### config.mk
export PLATFORM = sky130hd
export DESIGN_NAME = regfile_wb_queue
export DESIGN_NICKNAME = d
export VERILOG_FILES = /design/src/rtl/regfile_wb_queue.sv
export SDC_FILE = /design/constraint.sdc
export NUM_CORES = 1
export LEC_CHECK = 0
export BUFFER_PORTS_ARGS = -buffer_cell sky130_fd_sc_hd__clkbuf_2
export CAP_MARGIN = 20
export CORE_MARGIN = 3
export CORE_UTILIZATION = 57
export DETAILED_ROUTE_END_ITERATION = 10
export HOLD_SLACK_MARGIN = 0.06
export PLACE_DENSITY = 0.83
export SLEW_MARGIN = 25
export SYNTH_ARGS = -nofsm -noshare
export SYNTH_HDL_FRONTEND = slang
export SYNTH_SLANG_ARGS = --single-unit
export TNS_END_PERCENT = 10
### constraint.sdc
create_clock -name clock -period 2.6 [get_ports clock]
set_input_delay 0.52 -clock clock [delete_from_list [all_inputs] [get_ports clock]]
set_output_delay 0.52 -clock clock [all_outputs]
set_load 0.1 [all_outputs]
### src/rtl/regfile_wb_queue.sv
// Writeback buffer in front of the register-file write port: DEPTH-entry FIFO, one registered write per cycle.
// Optional forwarding lookup ports are enabled by defining REGFILE_WB_FWD_EN.
module regfile_wb_queue #(
    parameter int DEPTH = 4,
    parameter int AW    = 2,
    parameter int DW    = 32,
    parameter int RW    = 5
) (
    input  logic          clock,
    input  logic          ctrl_reset,
    input  logic          wb_valid,
    output logic          wb_ready,
    input  logic [RW-1:0] wb_reg,
    input  logic [DW-1:0] wb_data,
    input  logic          drain_hold,
`ifdef REGFILE_WB_FWD_EN
    input  logic [RW-1:0] fwd_regA,
    input  logic [RW-1:0] fwd_regB,
    output logic          fwd_hitA,
    output logic          fwd_hitB,
    output logic [DW-1:0] fwd_dataA,
    output logic [DW-1:0] fwd_dataB,
`endif
    output logic          rf_writeEnable,
    output logic [RW-1:0] rf_writeReg,
    output logic [DW-1:0] rf_writeData,
    output logic [AW:0]   count
);

    logic [DW-1:0] mem_data_q [DEPTH];
    logic [DW-1:0] mem_data_d [DEPTH];
    logic [RW-1:0] mem_reg_q  [DEPTH];
    logic [RW-1:0] mem_reg_d  [DEPTH];

    logic [AW-1:0] wr_ptr_q, wr_ptr_d;
    logic [AW-1:0] rd_ptr_q, rd_ptr_d;
    logic [AW:0]   count_q, count_d;
    logic          we_q, we_d;
    logic [RW-1:0] wreg_q, wreg_d;
    logic [DW-1:0] wdata_q, wdata_d;

    logic push;
    logic pop;

    assign wb_ready       = (count_q != (AW+1)'(DEPTH));
    assign count          = count_q;
    assign rf_writeEnable = we_q;
    assign rf_writeReg    = wreg_q;
    assign rf_writeData   = wdata_q;

    // Writes to r0 complete the handshake but are discarded.
    assign push = wb_valid && wb_ready && (wb_reg != '0);
    assign pop  = (count_q != '0) && !drain_hold;

    always_comb begin
        mem_data_d = mem_data_q;
        mem_reg_d  = mem_reg_q;
        wr_ptr_d   = wr_ptr_q;
        rd_ptr_d   = rd_ptr_q;
        count_d    = count_q;
        we_d       = 1'b0;
        wreg_d     = wreg_q;
        wdata_d    = wdata_q;

        if (push) begin
            mem_data_d[wr_ptr_q] = wb_data;
            mem_reg_d[wr_ptr_q]  = wb_reg;
            wr_ptr_d             = wr_ptr_q + AW'(1);
        end

        if (pop) begin
            we_d     = 1'b1;
            wreg_d   = mem_reg_q[rd_ptr_q];
            wdata_d  = mem_data_q[rd_ptr_q];
            rd_ptr_d = rd_ptr_q + AW'(1);
        end

        case ({push, pop})
            2'b10:   count_d = count_q + (AW+1)'(1);
            2'b01:   count_d = count_q - (AW+1)'(1);
            default: count_d = count_q;
        endcase
    end

    always_ff @(posedge clock or negedge ctrl_reset) begin
        if (!ctrl_reset) begin
            wr_ptr_q <= '0;
            rd_ptr_q <= '0;
            count_q  <= '0;
            we_q     <= 1'b0;
            wreg_q   <= '0;
            wdata_q  <= '0;
        end else begin
            wr_ptr_q <= wr_ptr_d;
            rd_ptr_q <= rd_ptr_d;
            count_q  <= count_d;
            we_q     <= we_d;
            wreg_q   <= wreg_d;
            wdata_q  <= wdata_d;
        end
    end

    // Storage needs no reset: only entries inside the valid window are ever read.
    always_ff @(posedge clock) begin
        mem_data_q <= mem_data_d;
        mem_reg_q  <= mem_reg_d;
    end

`ifdef REGFILE_WB_FWD_EN
    // Scan output stage first, then FIFO oldest to newest, so the youngest match wins.
    function automatic logic [DW:0] fwd_lookup(input logic [RW-1:0] r);
        logic [DW:0] res;
        res = '0;
        if (we_q && (wreg_q == r)) res = {1'b1, wdata_q};
        for (int unsigned i = 0; i < DEPTH; i++) begin
            if (((AW+1)'(i) < count_q) && (mem_reg_q[rd_ptr_q + AW'(i)] == r))
                res = {1'b1, mem_data_q[rd_ptr_q + AW'(i)]};
        end
        if (r == '0) res = '0;
        return res;
    endfunction

    logic [DW:0] fwd_a, fwd_b;

    always_comb begin
        fwd_a = fwd_lookup(fwd_regA);
        fwd_b = fwd_lookup(fwd_regB);
    end

    assign fwd_hitA  = fwd_a[DW];
    assign fwd_dataA = fwd_a[DW-1:0];
    assign fwd_hitB  = fwd_b[DW];
    assign fwd_dataB = fwd_b[DW-1:0];
`endif

endmodule

Word level (Yosys, flattened, before mapping)
Index checks and enable logic that the tools add are counted.
{"block": "op_classes", "n_eq_ne": 3, "n_lt_le_gt_ge": 3, "bitwise": 2, "n_reduce_logical": 8, "n_addsub": 4, "div_mod_pow": 0, "muxes": 14, "n_mul": 0, "shifts": 0}
{"operator": "128-bit bitwise mux", "count": 1}
{"operator": "32-bit 2-to-1 mux", "count": 3}
{"operator": "32-bit binary-select mux with 2-bit select", "count": 1}
{"operator": "32-bit demux with 2-bit select", "count": 1}
{"operator": "20-bit bitwise mux", "count": 1}
{"operator": "5-bit 2-to-1 mux", "count": 3}
{"operator": "5-bit binary-select mux with 2-bit select", "count": 1}
{"operator": "5-bit demux with 2-bit select", "count": 1}
{"operator": "3-bit >= comparator (second input constant)", "count": 2}
{"operator": "2-bit NOT with 3-bit output", "count": 2}
{"operator": "3-bit case mux with 2 select lines", "count": 1}
{"operator": "5-bit nonzero test", "count": 1}
{"operator": "2-bit by 1-bit adder with 2-bit output (second input constant)", "count": 2}
{"operator": "1-bit logical AND", "count": 4}
{"operator": "3-bit by 1-bit adder with 3-bit output (second input constant)", "count": 1}
{"operator": "3-bit by 1-bit less-than comparator with 1-bit output (second input constant)", "count": 1}
{"operator": "3-bit != test (second input constant)", "count": 1}
{"operator": "3-bit nonzero test", "count": 1}
{"operator": "3-bit by 1-bit subtractor with 3-bit output (second input constant)", "count": 1}
{"operator": "2-bit by 1-bit == test with 1-bit output (second input constant)", "count": 1}
{"operator": "2-bit == test (second input constant)", "count": 1}
{"operator": "2-bit nonzero test", "count": 1}
{"operator": "1-bit zero test", "count": 1}
{"operator": "1-bit 2-to-1 mux", "count": 1}
{"block": "totals", "mem_bits_rw": 0, "register_bits": 193, "word_cells": 48, "latch_bits": 0, "out_inout_bits": 42, "rom_bits": 0, "n_memories": 0}

Logic depth before layout (Yosys ltp)
Gate-level depths: netlist of the first run.
{"block": "depth", "depth_word": 6, "mapped_depth": 10, "ltp_nobuf": 9}

Worst setup path after synthesis of the first run
Ideal clock, no wire load.
{"block": "synth_path", "path_kind": "reg2reg", "startpoint": "register count_q[0], in the netlist count[0]", "endpoint": "register mem_data_q[0] (netlist bit), enable pin", "period_less_slack_ps": 3232, "path_slack_ps": -632, "setup_ps": 398, "stages_incl_launch_ff": 4, "arrival_time_ps": 2834, "cell_sequence": "dfrtp_1 or3b_2 o211a_4 and2_1"}
{"block": "synth_via", "elab_chain_len": 3}
{"element": "from (decl)", "line_no": "37", "text": "logic [AW:0] count_q, count_d;"}
{"element": "from (signal assigned)", "line_no": "96", "text": "count_q <= count_d;"}
{"element": "3-bit != test", "line_no": "45", "text": "assign wb_ready = (count_q != (AW+1)'(DEPTH));"}
{"element": "via wb_ready", "line_no": "12", "text": "output logic wb_ready,"}
{"element": "1-bit logical AND (2 in series)", "line_no": "52", "text": "assign push = wb_valid && wb_ready && (wb_reg != '0);"}
{"element": "to (signal assigned)", "line_no": "105", "text": "mem_data_q <= mem_data_d;"}
{"element": "to (decl)", "line_no": "30", "text": "logic [DW-1:0] mem_data_q [DEPTH];"}
The timed path passes the listed nets, and every way through them passes these cells.
A chain may end at the register's enable or synchronous reset.

Final worst setup path of the first run
{"block": "layout_path", "startpoint": "input wb_reg[0]", "endpoint": "register count_q[2], in the netlist count[2]"}
{"block": "layout_via", "elab_chain_len": 4, "word_cells_on_any_way": 6}
{"element": "from (decl)", "line_no": "13", "text": "input logic [RW-1:0] wb_reg,"}
{"element": "5-bit nonzero test *", "line_no": "52"}
{"element": "1-bit logical AND *", "line_no": "52"}
{"element": "2-bit by 1-bit == test with 1-bit output / 2-bit == test (equally long branches)", "line_no": "78", "text": "case ({push, pop})"}
{"element": "3-bit case mux with 2 select lines / 2-bit nonzero test (equally long branches)"}
Mark *: on every way between the ends. The rest lies on a longest branch, timed or not.

==> results of run 1 <==
## worst max-delay path, stage by stage
cell                       delay (ns)
sky130_fd_sc_hd__clkbuf_2        0.11
sky130_fd_sc_hd__or4_1           0.57
sky130_fd_sc_hd__o211a_4         0.26
sky130_fd_sc_hd__inv_1           0.05
sky130_fd_sc_hd__ha_1            0.17
sky130_fd_sc_hd__inv_1           0.06
sky130_fd_sc_hd__fa_1            0.37
sky130_fd_sc_hd__xor2_1          0.15
sky130_fd_sc_hd__nor2_1          0.11
sky130_fd_sc_hd__xor2_1          0.15
## through the flow
| step | TNS [ns] | utilization |
|---|---|---|
| floorplan | 0 | - |
| global placement | 0 | 0.645 |
| detailed placement | -0.00358 | 0.645 |
| CTS | 0 | 0.692 |
| global route | 0 | 0.692 |
| finish | 0 | 0.692 |
## cell families (layout without fill, tap and decap cells)
| family | Yosys count | in the layout | synth area share |
|---|---|---|---|
| flops | 193 | 193 | 0.778 |
| mux | 76 | 76 | 0.178 |
| buf+inv | 18 | 135 | 0.0135 |
| simple gates | 10 | 10 | 0.00857 |
| fa+ha+maj | 6 | 6 | 0.0115 |
| xor+xnor | 6 | 6 | 0.00734 |
| compound gates | 1 | 1 | 0.00245 |
## metal layers
layer / up-vias / global-route usage
li1: 1451 / -
met1: 1720 / 0.237
met2: 113 / 0.301
met3: 20 / 0.0519
met4: 0 / 0.0806
met5: - / 0
## layout make-up
| type | count | area (µm²) | area share |
|---|---|---|---|
| Clock buffer | 18 | 429 | 0.0510 |
| Clock inverter | 14 | 146 | 0.0174 |
| Inverter | 6 | 22.5 | 0.00268 |
| Multi-Input combinational cell | 99 | 1500 | 0.179 |
| Sequential cell | 193 | 5580 | 0.663 |
| Tap cell | 168 | 210 | 0.0250 |
| Timing Repair Buffer | 97 | 523 | 0.0622 |
## flip-flops by register name, indices dropped and copies added, names as in the netlist
signal and cells:
mem_data_q 128, mem_reg_q 20, count 3, rd_ptr_q 2, rf_writeReg 5, rf_writeEnable 1
wr_ptr_q 2, rf_writeData 32
## how the worst min path moves through the flow
stage | from | end | slack (ns) | cells after the start
finish | ctrl_reset | rf_writeReg[1] | 0.11 | 1
CTS | ctrl_reset | count[2] | 0.12 | 1
floorplan | ctrl_reset | count[0] | 0.22 | 0
global placement | rf_writeReg[1] | rf_writeReg[1] | 0.49 | 1
detailed placement | rf_writeData[11] | rf_writeData[11] | 0.49 | 1
global route | ctrl_reset | rf_writeData[25] | 0.13 | 1
## cells in the final DEF, fill, tap and decap left out, types with 2 or more instances in the layout
master / n
sky130_fd_sc_hd__and2_2: 4
sky130_fd_sc_hd__buf_4: 15
sky130_fd_sc_hd__bufinv_16: 3
sky130_fd_sc_hd__clkbuf_16: 17
sky130_fd_sc_hd__clkbuf_2: 82
sky130_fd_sc_hd__clkinv_1: 4
sky130_fd_sc_hd__clkinv_2: 5
sky130_fd_sc_hd__dfrtp_1: 40
sky130_fd_sc_hd__dfrtp_2: 4
sky130_fd_sc_hd__edfxtp_1: 148
sky130_fd_sc_hd__ha_1: 5
sky130_fd_sc_hd__inv_1: 6
sky130_fd_sc_hd__mux2_2: 37
sky130_fd_sc_hd__mux4_2: 37
sky130_fd_sc_hd__xnor2_1: 2
sky130_fd_sc_hd__xor2_1: 4
==> results.cfg, run 1 <==
[critical_path]
startpoint_type = primary input
required_ns = 2.94
critical_path.reg2reg.endpoint = count[2]
reg2regPathDepth = 9
critPathCapture = count[2]
timing.critical_path.fanout_max = 5
ff_to_ff_setup_slack_ns = 0.46
worst_r2r_startpoint = count[0]
crit_arrival_ns = 2.52
critPathLaunch = wb_reg[0]
crit_type = primary input to register
worstSetupEndpointType = register

[synthesis]
synth_async_sr_flop_share = 0.233
ys_ff_latch = 193
seq_area_frac_synth = 0.778
syn-mean-instance-area_um2 = 23.1
synth_most_common_cell = sky130_fd_sc_hd__edfxtp_1
postSynth.topFlopCell = sky130_fd_sc_hd__edfxtp_1
post_synth_main_area_contributors = sky130_fd_sc_hd__edfxtp_1 62%, sky130_fd_sc_hd__dfrtp_1 16%, sky130_fd_sc_hd__mux4_2 12%, sky130_fd_sc_hd__mux2_2 5.8%, sky130_fd_sc_hd__ha_1 0.87%
synth_enable_flop_cells = 148
netlist.top_cell.by_area = sky130_fd_sc_hd__edfxtp_1
synth_cell_types = 22
summed_instance_area_of_the_synthesized_netlist_mm2 = 0.00716
synth.top_cells.by_count = 148 x sky130_fd_sc_hd__edfxtp_1, 45 x sky130_fd_sc_hd__dfrtp_1, 37 x sky130_fd_sc_hd__mux2_2, 37 x sky130_fd_sc_hd__mux4_2, 8 x sky130_fd_sc_hd__buf_2
synth_top_cell_area_share = 0.621
synthCells = 310
synth-warning-count = 0
postSynthNetCount = 357

[timing]
rsz0062_at_grt = false
final_hold_viol_count = 0
timing_max_transition_violations_final = 0
post-route-worst-setup-slack_ns = 0.423
finClkSkew_ns = 0.00718
slew_headroom = 0.555
final.hold.worst_slack_ns = 0.111
fmax_mhz = 459
final_min_period_over_clock_period = 0.837
tightestPinTransition_ns = 0.668
setup_violations = 0
min_period_ns = 2.18

[global_route]
first_global_vias = 3527
grt_remaining_overflow = 0
grt_start_max_net_pins = 40
grt_pass1_wl_um = 19200
track_usage = 0.185
grt_antenna_before_repair = 0

[layout]
post-route-cell-area_mm2 = 0.00841
drive_above_1_share = 0.494
diodes = 0
num-nets-final = 461
syn_to_final_growth_pct = 17.6
num-fill-cells = 770
fin_cells = 595

[clock_tree]
h-tree-depth = 4
clock_tree.root_cell = sky130_fd_sc_hd__clkbuf_16
tritoncts = yes
postCtsResizedCells = 0
clk_latency_ns = 0.42
cts_inserted_buffers = 17
post-cts-setup-buffer-count = 0
clock_sink_count = 193
clock_tree.buffer_depth = 2
cts.hold.buffers_added = 0
worst_setup_hold_path_clk_slew_ns = 0.07

[die]
die_height_um = 118
floorplan.initialDensity = 0.588
core_box_area_mm2 = 0.0122
dieWidth_um = 118
std_cell_rows = 40
die_area_mm2 = 0.0139
io-pin-count = 83

[route]
drtIter0Drc = 155
maxUsedRoutingLayer = met4
drt-pass1-iter-count = 4
wirelength_um = 12000
detail-route-antenna-nets = 0
routedLengthMet1_um = 4780
wl_met3_um = 642
met2_layer_wire_length_in_the_routed_design_um = 6360
wl_per_cell_um = 20.2
vias = 3304
drcViolationCount = 0
route.detailed.vias_per_inst = 5.55

[job]
max_capacitance_violation_total = 0

[placed_design]
gp_congestion = 0.715
dpl_worst_slack_ns = -0.00358
dpl-instance-area_mm2 = 0.00784
detailedPlacementHpwl_um = 7460
place.port_buffers = 82
placed_cells_incl_taps = 563

[min_path]
worstHoldPathType = primary input to asynchronous set/reset pin

[run_status]
status = complete, no violations
Power of run 1 is not shown: default switching activity piles up to over one toggle a cycle in this logic, so the estimate is an artifact.
==> inputs of run 2 (changes only) <==
==> constraint.sdc (replaced) <==
create_clock -name clock -period 2.22 [get_ports clock]
set_input_delay 0.444 -clock clock [delete_from_list [all_inputs] [get_ports clock]]
set_output_delay 0.444 -clock clock [all_outputs]
set_load 0.1 [all_outputs]
==> run 2 against run 1 <==
Effect of this change:
- clock skew is 0.0024 ns higher
- first-iteration DRC count is 44% higher
- via count is 0.85% higher
- highest routed layer unchanged
==> results.cfg, run 2 (synthesis results as in run 1) <==
[run_status]
status = complete, no violations

[min_path]
worstHoldPathType = primary input to register

[global_route]
grt_antenna_before_repair = 0
track_usage = 0.202
grt_remaining_overflow = 0
grt_pass1_wl_um = 20400
first_global_vias = 3669
grt_start_max_net_pins = 40

[layout]
most-common-layout-cells = 148 x sky130_fd_sc_hd__edfxtp_1, 82 x sky130_fd_sc_hd__clkbuf_2, 40 x sky130_fd_sc_hd__dfrtp_1
syn_to_final_growth_pct = 20.0
most_common_cell_after_layout_fill_and_taps_aside = sky130_fd_sc_hd__edfxtp_1
largest_register_ffs = 128
num-fill-cells = 743
diodes = 0
drive_above_1_share = 0.516
largest_register = mem_data_q
fin_cells = 602
num-nets-final = 468

[placed_design]
place.port_buffers = 82
placed_cells_incl_taps = 569
gp_congestion = 0.717
detailedPlacementHpwl_um = 8150
dpl_worst_slack_ns = -0.190

[critical_path]
crit_type = register to output port
critical-path-max-stage-delay_ns = 0.49
startpoint_type = register
worstSetupEndpointType = output port
required_ns = 1.78
crit_path_top_delay_cell = sky130_fd_sc_hd__dfrtp_4
timing.critical_path.buf_inv = 1
crit_arrival_ns = 1.72
timing.critical_path.cells = or3b_4 -> clkbuf_2
timing.critical_path.fanout_max = 4
cpLargestDelayFamily = flip-flops

[clock_tree]
postCtsResizedCells = 0
clock_tree.buffer_depth = 2
clk_latency_ns = 0.43
cts_inserted_buffers = 17
h-tree-depth = 4
clock_sink_count = 193
worst_setup_hold_path_clk_slew_ns = 0.07
tritoncts = yes
clock_tree.root_cell = sky130_fd_sc_hd__clkbuf_16

[route]
drtIter0Drc = 223
drt-pass1-iter-count = 7
wl_per_cell_um = 21.5
vias = 3332
route.detailed.vias_per_inst = 5.53
drcViolationCount = 0
wirelength_um = 12900
detail-route-antenna-nets = 0

[timing]
tightestPinTransition_ns = 0.616
slew_headroom = 0.589
post-route-worst-setup-slack_ns = 0.0602
finClkSkew_ns = 0.00957
fmax_mhz = 463
min_period_ns = 2.16
rsz0062_at_grt = false
timing_max_transition_violations_final = 0
final_min_period_over_clock_period = 0.973
final_hold_viol_count = 0
setup_violations = 0

[die]
core_box_area_mm2 = 0.0122
die_height_um = 118
dieWidth_um = 118
io-pin-count = 83
std_cell_rows = 40
die_area_mm2 = 0.0139
floorplan.initialDensity = 0.588

[job]
max_capacitance_violation_total = 0
-- run 2: cell types whose count changed in the layout (fill, tap and decap cells not counted), sizes merged --
cell,delta
bufinv,-1
clkinv,-6
buf,+6
dlygate4sd3,+1
clkinvlp,+6
inv,+1
-- run 2: area by class of cell --
type	count	area, µm²	area share
clock buffer	18	429	0.0500
clock inverter	14	141	0.0165
multi-input combinational	99	1520	0.177
timing repair buffer	104	678	0.0790
tap	168	210	0.0245
inverter	6	22.5	0.00262
sequential	193	5580	0.650
-- run 2: worst reg2reg max path, cell delays in order (launching register included) --
cell and delay, ns:
sky130_fd_sc_hd__dfrtp_4 0.49, sky130_fd_sc_hd__or3b_4 0.41, sky130_fd_sc_hd__o211a_4 0.15, sky130_fd_sc_hd__inv_2 0.07, sky130_fd_sc_hd__ha_4 0.13, sky130_fd_sc_hd__inv_1 0.05, sky130_fd_sc_hd__fa_2 0.33, sky130_fd_sc_hd__xor2_1 0.14
sky130_fd_sc_hd__nor2_1 0.12, sky130_fd_sc_hd__xor2_1 0.15
-- run 2: stage by stage --
stage / cell area [µm²] / util / hold slack, ns / setup TNS (ns)
6_report: 8580 / 0.706 / 0.236 / 0
5_1_grt: 8580 / 0.706 / 0.221 / 0
4_1_cts: 8580 / 0.706 / 0.217 / 0
3_5_place_dp: 8000 / 0.658 / 0.489 / -0.270
3_3_place_gp: 8000 / 0.658 / 0.480 / -0.161
2_1_floorplan: 7190 / - / 0.148 / -14.60
-- run 2: what timing repair did --
item | CTS | global route
buffers inserted | 0 | 0
hold buffers | 1 | 0
endpoints found under the hold margin | 22 | 0
-- run 2: final timing paths --
check	from	end	slack [ns]	depth (start not counted)
max	count[1]	wb_ready	0.06	2
min	wb_data[16]	mem_data_q[80]	0.24	1
max reg2reg	count[1]	count[2]	0.09	9
min reg2reg	rf_writeReg[4]	rf_writeReg[4]	0.50	1
max in group asynchronous	ctrl_reset	rd_ptr_q[0]	1.08	3
min in group asynchronous	ctrl_reset	rf_writeReg[3]	0.56	2
-- run 2: layer usage --
| layer | routed length, µm | track usage | vias to the layer above |
|---|---|---|---|
| li1 | - | - | 1468 |
| met1 | 4710 | 0.246 | 1745 |
| met2 | 7230 | 0.337 | 111 |
| met3 | 884 | 0.0620 | 8 |
| met4 | 118 | 0.0842 | 0 |
| met5 | 0 | 0 | - |
Power of run 2 is left out for the same reason.
